File: src/rtl/timer_pkg.sv
// -----------------------------------------------------------------------------
// timer_pkg
// Shared definitions for the interval timer controller.
//   - timer_state_t : 2-bit FSM state type with encodings
//                     IDLE=0, ARMED=1, RUN=2, DONE=3
//   - TIMER_STATE_W : width of the exported state encoding
// -----------------------------------------------------------------------------
package timer_pkg;

    localparam int TIMER_STATE_W = 2;

    typedef enum logic [TIMER_STATE_W-1:0] {
        IDLE  = 2'd0,
        ARMED = 2'd1,
        RUN   = 2'd2,
        DONE  = 2'd3
    } timer_state_t;

endpackage

File: src/rtl/ctr_core.sv
// -----------------------------------------------------------------------------
// ctr_core
// Up-counter datapath owned by the interval timer controller.
// Ports:
//   i_clk      - system clock, rising edge
//   i_reset_n  - asynchronous active-low reset, clears the count
//   i_clr      - synchronous clear, takes priority over i_en
//   i_en       - increment enable (wraps modulo 2^CNT_WIDTH)
//   o_count    - current counter value
// -----------------------------------------------------------------------------
module ctr_core #(
    parameter int CNT_WIDTH = 8
) (
    input  logic                 i_clk,
    input  logic                 i_reset_n,
    input  logic                 i_clr,
    input  logic                 i_en,
    output logic [CNT_WIDTH-1:0] o_count
);

    logic [CNT_WIDTH-1:0] count_q;

    // Counter register: clear beats increment so the controller can restart
    // the interval on the same edge it would otherwise have counted. The
    // increment wraps naturally at the register width.
    always_ff @(posedge i_clk or negedge i_reset_n) begin
        if (!i_reset_n) begin
            count_q <= '0;
        end else if (i_clr) begin
            count_q <= '0;
        end else if (i_en) begin
            count_q <= count_q + CNT_WIDTH'(1);
        end
    end

    assign o_count = count_q;

endmodule

File: src/rtl/interval_timer_ctrl.sv
// -----------------------------------------------------------------------------
// interval_timer_ctrl
// Programmable interval timer: sequences a ctr_core counter through
// IDLE -> ARMED -> RUN -> (DONE) and emits a one-cycle tick on each expiry.
// Ports:
//   i_clk, i_reset_n         - clock and asynchronous active-low reset
//   i_cfg_valid/o_cfg_ready  - configuration handshake (ready in IDLE/DONE)
//   i_cfg_period             - interval length in cycles, 0 means 2^CNT_WIDTH
//   i_cfg_periodic           - 1 = auto-reload, 0 = one-shot
//   i_start, i_stop          - command pulses
//   o_count                  - current counter value
//   o_tick                   - one-cycle expiry pulse, aligned with o_count=0
//   o_busy                   - high while in RUN
//   o_state                  - FSM state encoding
// -----------------------------------------------------------------------------
module interval_timer_ctrl
    import timer_pkg::*;
#(
    parameter int CNT_WIDTH = 8
) (
    input  logic                     i_clk,
    input  logic                     i_reset_n,
    input  logic                     i_cfg_valid,
    output logic                     o_cfg_ready,
    input  logic [CNT_WIDTH-1:0]     i_cfg_period,
    input  logic                     i_cfg_periodic,
    input  logic                     i_start,
    input  logic                     i_stop,
    output logic [CNT_WIDTH-1:0]     o_count,
    output logic                     o_tick,
    output logic                     o_busy,
    output logic [TIMER_STATE_W-1:0] o_state
);

    timer_state_t         state_q;
    logic [CNT_WIDTH-1:0] period_q;
    logic                 periodic_q;
    logic                 tick_q;
    logic                 busy_q;

    logic                 cfgAccept;
    logic                 atTerminal;
    logic                 ctrClr;
    logic                 ctrEn;
    logic [CNT_WIDTH-1:0] terminalCount;
    logic [CNT_WIDTH-1:0] countVal;

    assign o_cfg_ready = (state_q == IDLE) || (state_q == DONE);
    assign cfgAccept   = i_cfg_valid && o_cfg_ready;

    // A period of 0 stands for 2^CNT_WIDTH; the wrapping subtraction turns it
    // into the all-ones terminal value without a special case.
    assign terminalCount = period_q - CNT_WIDTH'(1);
    assign atTerminal    = (countVal == terminalCount);

    // Counter control: restart the count whenever a new interval begins
    // (config accept, start) or ends (stop, expiry); otherwise count only
    // while running.
    always_comb begin
        ctrClr = 1'b0;
        ctrEn  = 1'b0;
        case (state_q)
            IDLE:  ctrClr = cfgAccept;
            ARMED: ctrClr = i_start;
            RUN: begin
                if (i_stop || atTerminal) begin
                    ctrClr = 1'b1;
                end else begin
                    ctrEn = 1'b1;
                end
            end
            DONE:  ctrClr = cfgAccept || i_start;
            default: begin
                ctrClr = 1'b0;
                ctrEn  = 1'b0;
            end
        endcase
    end

    ctr_core #(
        .CNT_WIDTH (CNT_WIDTH)
    ) u_ctr_core (
        .i_clk     (i_clk),
        .i_reset_n (i_reset_n),
        .i_clr     (ctrClr),
        .i_en      (ctrEn),
        .o_count   (countVal)
    );

    // Sequencing FSM with registered tick and busy. Stop outranks expiry in
    // RUN so a stop on the terminal edge yields no tick. In DONE a config
    // offer outranks start, so a simultaneous start is dropped.
    always_ff @(posedge i_clk or negedge i_reset_n) begin
        if (!i_reset_n) begin
            state_q    <= IDLE;
            period_q   <= '0;
            periodic_q <= 1'b0;
            tick_q     <= 1'b0;
            busy_q     <= 1'b0;
        end else begin
            tick_q <= 1'b0;
            case (state_q)
                IDLE: begin
                    if (cfgAccept) begin
                        period_q   <= i_cfg_period;
                        periodic_q <= i_cfg_periodic;
                        state_q    <= ARMED;
                    end
                end
                ARMED: begin
                    if (i_start) begin
                        state_q <= RUN;
                        busy_q  <= 1'b1;
                    end
                end
                RUN: begin
                    if (i_stop) begin
                        state_q <= ARMED;
                        busy_q  <= 1'b0;
                    end else if (atTerminal) begin
                        tick_q <= 1'b1;
                        if (!periodic_q) begin
                            state_q <= DONE;
                            busy_q  <= 1'b0;
                        end
                    end
                end
                DONE: begin
                    if (cfgAccept) begin
                        period_q   <= i_cfg_period;
                        periodic_q <= i_cfg_periodic;
                        state_q    <= ARMED;
                    end else if (i_start) begin
                        state_q <= RUN;
                        busy_q  <= 1'b1;
                    end
                end
                default: begin
                    state_q <= IDLE;
                    busy_q  <= 1'b0;
                end
            endcase
        end
    end

    assign o_count = countVal;
    assign o_tick  = tick_q;
    assign o_busy  = busy_q;
    assign o_state = state_q;

endmodule

File: config.mk
export PLATFORM = sky130hd
export DESIGN_NAME = interval_timer_ctrl
export DESIGN_NICKNAME = d
export VERILOG_FILES = /design/src/rtl/timer_pkg.sv /design/src/rtl/ctr_core.sv /design/src/rtl/interval_timer_ctrl.sv
export SDC_FILE = /design/constraint.sdc
export NUM_CORES = 1
export LEC_CHECK = 0
export ABC_AREA = 1
export CAP_MARGIN = 10
export CORE_ASPECT_RATIO = 0.8
export CORE_UTILIZATION = 53
export DETAILED_ROUTE_END_ITERATION = 10
export GPL_TIMING_DRIVEN = 1
export PLACE_DENSITY = 0.82
export SYNTH_ARGS = -nofsm -noshare
export SYNTH_HDL_FRONTEND = slang
export SYNTH_SLANG_ARGS = --single-unit
File: constraint.sdc
create_clock -name i_clk -period 2.7 [get_ports i_clk]
set_clock_uncertainty 0.2 [all_clocks]
set_input_delay 0.81 -clock i_clk [delete_from_list [all_inputs] [get_ports i_clk]]
set_output_delay 0.81 -clock i_clk [all_outputs]
set_load 0.02 [all_outputs]
Yosys cells after proc, flatten, opt, wreduce, memory -nomap -nowiden
Index checks and enable logic that the tools add are counted.
{"block": "classes", "eq_ne": 8, "mux": 22, "n_addsub": 2, "n_reduce_logical": 11}
{"operator": "$mux W8", "count": 2}
{"operator": "$mux W2", "count": 6}
{"operator": "$mux W1", "count": 11}
{"operator": "$add A8 B1 Y8 const B", "count": 1}
{"operator": "$eq A8 B8 Y1", "count": 1}
{"operator": "$pmux W2 S4", "count": 1}
{"operator": "$sub A8 B1 Y8 const B", "count": 1}
{"operator": "$ne A3 B3 Y1 const B", "count": 2}
{"operator": "$eq A2 B2 Y1 const B", "count": 2}
{"operator": "$ne A2 B2 Y1 const B", "count": 2}
{"operator": "$pmux W1 S4", "count": 1}
{"operator": "$reduce_and A4 Y1", "count": 1}
{"operator": "$logic_or A1 B1 Y1", "count": 3}
{"operator": "$pmux W1 S3", "count": 1}
{"operator": "$reduce_and A3 Y1", "count": 1}
{"operator": "$reduce_bool A3 Y1", "count": 1}
{"operator": "$eq A2 B1 Y1 const B", "count": 1}
{"operator": "$logic_not A2 Y1", "count": 1}
{"operator": "$reduce_and A2 Y1", "count": 1}
{"operator": "$reduce_bool A2 Y1", "count": 1}
{"operator": "$reduce_or A2 Y1", "count": 1}
{"operator": "$logic_and A1 B1 Y1", "count": 1}
{"block": "word_totals", "wordCells": 49, "out_inout_bits": 13, "register_bits": 21, "in_bits": 14}

Logic depth before layout (Yosys ltp)
Gate-level depths: netlist of the first run.
{"block": "logic_depth", "word_depth": 7, "ltp_mapped": 17, "depth_no_buf": 17}

Hierarchy
A second synthesis of the first run with hierarchy kept.
{"block": "hier_totals", "cells_unflattened": 214, "area_unflattened_um2": 1487.7}
{"mod": "interval_timer_ctrl", "area_per_inst_um2": 1014.7, "seq_area_each_um2": 325.3, "n_inst": 1, "cells_per_inst": 154}
{"mod": "ctr_core", "area_per_inst_um2": 473.0, "seq_area_each_um2": 200.2, "n_inst": 1, "cells_per_inst": 60}

Least setup slack after synthesis of the first run
OpenSTA, ideal clock, no wires.
{"block": "synth_path", "path_type": "reg-to-reg", "start": "register state_q[0] (netlist: o_state[0])", "end": "register u_ctr_core.count_q[4] (netlist: u_ctr_core.o_count[4])", "path_stages_with_launch": 11, "t_required_ns": 2.378, "n_path_buf": 0, "setup_time_ns": 0.122, "synth_period_minus_slack_ns": 2.160, "t_arrival_ns": 1.838, "path_slack_ns": 0.540, "cell_sequence": "dfrtp_1 -> inv_1 -> ha_1 -> nor2_1 -> nand2_1 -> nand2_1 -> a21oi_1 -> nand2_2 -> nand2_4 -> nand3_1 -> nand2_1"}
{"block": "synth_via", "elab_chain_len": 6, "word_cells_on_any_way": 11, "classes_between": "eq/ne (3); mux (3); reduce/logical (5)"}
{"item": "start, declared", "line": "interval_timer_ctrl.sv:35", "rtl": "timer_state_t state_q;"}
{"item": "start signal, assigned", "line": "interval_timer_ctrl.sv:95", "rtl": "state_q <= IDLE;"}
{"item": "start signal, assigned", "line": "interval_timer_ctrl.sv:107", "rtl": "state_q <= ARMED;"}
{"item": "start signal, assigned", "line": "interval_timer_ctrl.sv:112", "rtl": "state_q <= RUN;"}
{"item": "$eq A2 B2 Y1 or $logic_not A2 Y1 (tied branches)", "line": "interval_timer_ctrl.sv:48, interval_timer_ctrl.sv:62"}
{"item": "$logic_or A1 B1 Y1", "line": "interval_timer_ctrl.sv:48", "rtl": "assign o_cfg_ready = (state_q == IDLE) || (state_q == DONE);"}
{"item": "$logic_and A1 B1 Y1", "line": "interval_timer_ctrl.sv:49", "rtl": "assign cfgAccept = i_cfg_valid && o_cfg_ready;"}
{"item": "$logic_or A1 B1 Y1", "line": "interval_timer_ctrl.sv:72", "rtl": "DONE: ctrClr = cfgAccept || i_start;"}
{"item": "$pmux W1 S4", "line": "interval_timer_ctrl.sv:62", "rtl": "case (state_q)"}
{"item": "$mux W8 or $reduce_bool A2 Y1 (tied branches)"}
{"item": "end signal, assigned", "line": "ctr_core.sv:32", "rtl": "count_q <= count_q + CNT_WIDTH'(1);"}
{"item": "end, declared", "line": "ctr_core.sv:21", "rtl": "logic [CNT_WIDTH-1:0] count_q;"}
Several ways; a longest one is shown, not always the timed one.
A chain may end at the register's enable or synchronous reset.

Final worst setup path of the first run
{"block": "layout_path", "start": "register state_q[0] (netlist: o_state[0])", "end": "output port o_cfg_ready"}
{"block": "layout_via", "elab_chain_len": 2, "word_cells_on_any_way": 3, "classes_between": "eq/ne (1); reduce/logical (2)"}
{"item": "$eq A2 B2 Y1 or $logic_not A2 Y1 (tied branches)", "line": "interval_timer_ctrl.sv:48"}
{"item": "$logic_or A1 B1 Y1 *", "line": "interval_timer_ctrl.sv:48"}
{"item": "end, declared", "line": "interval_timer_ctrl.sv:24", "rtl": "output logic o_cfg_ready,"}
Mark *: on every way between the ends. The rest lies on a longest branch, timed or not.

==> results of run 1 <==
## area by class of cell
class / count / area (um2)
Multi-Input combinational cell: 159 / 891
Fill cell: 246 / 866
Sequential cell: 21 / 527
Timing Repair Buffer: 28 / 274
Inverter: 35 / 134
Tap cell: 38 / 47.5
Clock buffer: 4 / 26.3
## per-layer routing
layer	wire (um)	vias up
met4	45	0
met5	0	-
li1	-	737
met2	1470	41
met3	177	4
met1	1600	658
## where the power goes
part           internal, uW  total, uW  switching (uW)
Clock                  57.7        152            94.0
Sequential              409        515             106
Combinational           398       1060             659
## registers in the layout, summed over array words and instances (netlist names)
signal,count
o_busy,1
o_state,2
o_tick,1
period_q,8
periodic_q,1
u_ctr_core.o_count,8
## path summary, 6_finish.rpt
kind | end | slack (ns)
max | o_cfg_ready | 0.17
min | periodic_q$_DFFE_PN0P_ | 0.30
max reg2reg | u_ctr_core.o_count[1]$_DFFE_PN0P_ | 0.36
min reg2reg | periodic_q$_DFFE_PN0P_ | 0.30
max in group asynchronous | o_state[1]$_DFFE_PN0P_ | 1.43
min in group asynchronous | u_ctr_core.o_count[7]$_DFFE_PN0P_ | 0.63
## worst max-delay path: cells and delay by family (launching register included)
kind | cells | cell delay (ns)
buffers and inverters | 3 | 0.48
flip-flops | 1 | 0.42
adder cells (fa/ha/maj) | 1 | 0.31
## repair_timing
action / 4_1_cts / 5_1_grt
endpoints found under the hold margin: 0 / 0
gates resized for setup: 2 / 0
setup endpoints to repair: 1 / 0
## logic make-up after synthesis
| group | share of synthesized area [%] |
|---|---|
| AO/OA/AOI/OAI | 6.28 |
| XOR/XNOR | 5.64 |
| adder cells (fa/ha/maj) | 5.64 |
| buffers and inverters | 8.86 |
| flip-flops | 33.8 |
| AND/OR/NAND/NOR | 39.8 |
## stage by stage
step	util, %	area (um2)	setup slack (ns)	instances	hold WS [ns]
floorplan	-	1550	0.540	216	0.243
global placement	67.7	1870	0.203	281	0.264
detailed placement	67.7	1870	0.215	281	0.270
CTS	68.7	1900	0.143	285	0.298
global route	68.7	1900	0.0818	285	0.358
finish	68.7	1900	0.170	285	0.296
## cell usage in the layout (no fill, tap or decap), drive strengths merged
cell and count:
nand2 74, dlygate4sd2 1, xnor2 4, clkdlybuf4s50 25, dfrtp 21, clkbuf 4
nor3b 1, or2 2, o21ai 8, ha 7, nand3 17, inv 35
a21oi 2, nor2 28, buf 2, nand4 2, xor2 6, nor4 2
o221ai 1, o2111ai 4, nor3 1
==> flow_summary.yaml, run 1 <==
worst_setup_path:
  required_ns: 1.69
  crit_arrival_ns: 1.52
  path_common_cell: "inv_1"
  crit_path_start_kind: "flop"
  path_class: "reg2out"
  path_cells: "inv_1 -> ha_1 -> inv_1 -> dlygate4sd2_1"
  r2r_start: "period_q[0]$_DFFE_PN0P_"
  cp-end-kind: "output pin"
  cp_max_fo: 5
  slowest_stage: "dfrtp_1"
  ff2ff_path_depth: 15
  worstSetupStartpoint: "o_state[0]$_DFFE_PN0P_"
  cpPeakStageDelay_ns: 0.42
sta:
  hold_viol: 0
  max_freq_ghz: 0.395
  worst_pin_slew_ns: 0.355
  min_period_ns: 2.53
  maxSlewHeadroom_pct: 76.1
  setup_viol: 0
  rsz0062_at_grt: "false"
  finalCritPeriodShare_pct: 93.7
  finalSetupTns_ns: 0
  drv_slew: 0
place:
  port_buffers: 26
  dpl.hpwl_um: 2610
  gp_congestion: 0.860
floorplan:
  die_w_um: 62.5
  ios: 27
  fp.coreArea_um2: 2770
  initial_core_util_pct: 56.2
  rows: 17
  die_height_um: 50.4
  die_area_um2: 3150
drt:
  wl_um: 3290
  drc: 0
  drt_first_iter_violations: 57
  ant_nets: 0
  wl_per_cell_um: 11.6
  dr.pass1.iters: 5
  via_count: 1440
  routed_via_density: 5.05
layout:
  drive_gt1_share_pct: 16.2
  nets: 269
  diodes: 0
  area_delta_synth_final_pct: 22.2
clock_network:
  cts.clk_slew.worst_paths_ns: 0.10
  clockBufferDepth: 2
  cts_hold_buf: 0
  clk_latency_ns: 0.31
  cts_made_buffers: 3
  cts_sinks: 21
  cts_tree: "done"
  cts-root-buf: "clkbuf_4"
  h-tree-depth: 1
  postCtsSetupBuffers: 0
logic_synthesis:
  synth_seq_cells: 21
  synth_area_leaders: "dfrtp_1 (34%), nand2_1 (16%), inv_1 (7.2%), ha_1 (5.6%), nor2_2 (4.4%)"
  synth_ff_type: "dfrtp_1"
  yosysTopAreaCellShare_pct: 33.8
  postSynthAreaPerCell_um2: 7.19
  syn_nets: 237
  async_flop_share_pct: 100
  synth_seq_area_share_pct: 33.8
  synth_common_cells: "nand2_1 (65), inv_1 (30), dfrtp_1 (21)"
  synth.most_common_cell: "nand2_1"
  post-synth-top-area-cell: "dfrtp_1"
  synth_area_um2: 1550
  synthDistinctLibCells: 27
  synthCells: 216
  synth_warnings: 0
  synth_edf_count: 0
power:
  power_density_nw_per_um2: 907
  power_uw: 1720
  cellLeakagePower_uw: 0.000934
  vdd_drop_max_mv: 0.718
grt:
  grt_pass1_vias: 1333
  grt_use_total_pct: 24.7
  antenna_found_initial: 0
  grt_util_met2_pct: 39.3
  use_met1_pct: 34.8
  grt_max_degree: 22
  use_met3_pct: 4.09
  busiest_layer: "met2"
  grt_first_pass_wirelength_um: 6040
  overflow: 0
worst_hold_path:
  hp-class: "reg2reg"
  hold_depth: 2
  hp-start: "periodic_q$_DFFE_PN0P_"
flow_run:
  cap_violations: 0
status:
  outcome: "completed"
Note: power is estimated with default switching activity, not from simulation.
==> run 2: changes to the inputs <==
--- a/config.mk
+++ b/config.mk
@@ -7,7 +7,6 @@
 export LEC_CHECK = 0
 export ABC_AREA = 1
 export CAP_MARGIN = 10
-export CORE_ASPECT_RATIO = 0.8
 export CORE_UTILIZATION = 53
 export DETAILED_ROUTE_END_ITERATION = 10
 export GPL_TIMING_DRIVEN = 1
==> flow_summary.yaml, run 2 (synthesized netlist as in run 1, its figures left out) <==
status:
  outcome: "completed"
sta:
  finalSetupTns_ns: 0
  rsz0062_at_grt: "false"
  max_freq_ghz: 0.400
  setup_viol: 0
  min_period_ns: 2.50
  hold_viol: 0
  finalCritPeriodShare_pct: 92.5
  worst_pin_slew_ns: 0.350
  maxSlewHeadroom_pct: 76.7
  drv_slew: 0
worst_setup_path:
  cp-end-kind: "output pin"
  crit_path_start_kind: "flop"
  regToRegEndpoint: "o_state[0]$_DFFE_PN0P_"
  required_ns: 1.69
  r2r_setup_slack_ns: 0.45
  cp_max_fo: 4
  path_class: "reg2out"
  r2r_start: "period_q[0]$_DFFE_PN0P_"
  crit_arrival_ns: 1.49
  ff2ff_path_depth: 14
drt:
  drc: 0
  ant_nets: 0
  routed_via_density: 5.11
  wl_per_cell_um: 11.7
  drt_first_iter_violations: 39
  via_count: 1437
  dr.pass1.iters: 4
  wl_um: 3290
power:
  switchingPower_uw: 863
  vdd_drop_max_mv: 0.688
  internal_power_uw: 880
  seqPwrFrac_pct: 29.0
  cellLeakagePower_uw: 0.000950
  power_density_nw_per_um2: 912
  combinationalPowerShare_pct: 62.1
  power_uw: 1740
  netSwitchingFraction_pct: 49.5
  clkPwrFrac_pct: 8.9
grt:
  grt_pass1_vias: 1314
  grt_use_total_pct: 22.7
  grt_first_pass_wirelength_um: 5640
  antenna_found_initial: 0
  grt_max_degree: 22
  overflow: 0
layout:
  multi_input_area_um2: 891
  layout_common_cells: "nand2_1 (65), inv_1 (30), clkdlybuf4s50_1 (25), dfrtp_1 (21), nor2_1 (15)"
  diodes: 0
  final_area_um2: 1910
  seqCellArea_um2: 526
  drive_gt1_share_pct: 16.8
  fill_cells: 243
  layout_commonest_cell: "nand2_1"
  instances_no_fill: 281
  area_delta_synth_final_pct: 23.0
  nets: 272
place:
  port_buffers: 26
  dpl.hpwl_um: 2530
  gp_congestion: 0.870
  dp_cells: 275
  place_area_um2: 1870
clock_network:
  cts_tree: "done"
  cts.clk_slew.worst_paths_ns: 0.12
  cts_sinks: 21
  cts-root-buf: "clkbuf_4"
  clk_latency_ns: 0.30
  cts_made_buffers: 3
  cts_hold_buf: 0
  clockBufferDepth: 2
  h-tree-depth: 1
worst_hold_path:
  hold_depth: 2
  hold_end: "o_busy$_DFFE_PN0P_"
  hp-class: "reg2reg"
  hp-start: "o_busy$_DFFE_PN0P_"
flow_run:
  cap_violations: 0
floorplan:
  die_height_um: 56.2
  initial_core_util_pct: 56.4
  rows: 19
  die_area_um2: 3150
  ios: 27
  fp.coreArea_um2: 2760
  die_w_um: 56.2
==> run 2: area by class of cell <==
type                    count  area share (%)
multi-input cells         159            46.6
flip-flops and latches     21            27.5
repair buffers             31            15.5
inverters                  35            7.00
well taps                  31            2.03
clock buffers               4            1.37
==> run 2: critical path, cell delays in order (launching register included) <==
cell,delay (ns)
dfrtp_1,0.42
inv_1,0.13
ha_1,0.26
inv_1,0.05
dlygate4sd2_1,0.32
==> run 2: routing by layer <==
| layer | vias to the layer above | wire [um] | global-route usage [%] |
|---|---|---|---|
| met3 | 8 | 107 | 2.79 |
| met5 | - | 0 | 0 |
| li1 | 740 | - | - |
| met2 | 37 | 1560 | 38.3 |
| met4 | 0 | 42 | 6.97 |
| met1 | 652 | 1580 | 30.6 |
==> run 2: stage by stage <==
stage                     utilization, %  worst slack, ns  hold slack (ns)
final                               69.3            0.202            0.315
after global routing                69.3            0.120            0.340
after CTS                           69.3            0.204            0.318
after detailed placement            67.9            0.213            0.288
after global placement              67.9            0.263            0.269
after floorplan                        -            0.540            0.243
==> run 2: worst max-delay path by stage <==
stage	startpoint	to	depth (start not counted)
after floorplan	o_state[0]$_DFFE_PN0P_	u_ctr_core.o_count[4]$_DFFE_PN0P_	10
after global placement	o_state[0]$_DFFE_PN0P_	o_cfg_ready	4
after detailed placement	o_state[0]$_DFFE_PN0P_	o_cfg_ready	4
after CTS	o_state[0]$_DFFE_PN0P_	o_cfg_ready	4
after global routing	o_state[0]$_DFFE_PN0P_	o_cfg_ready	4
final	o_state[0]$_DFFE_PN0P_	o_cfg_ready	4
==> run 2: timing repair <==
action	4_1_cts	5_1_grt
resized for setup	1	0
setup endpoints to repair	1	0
buffers inserted	2	0
==> run 2: power by group through the flow <==
stage                     Clock [uW]  Sequential (uW)  Combinational, uW
after floorplan                    0              529                773
after global placement             0              514               1040
after detailed placement           0              520               1060
after CTS                        163              504               1090
after global routing             170              519               1230
final                            155              505               1080
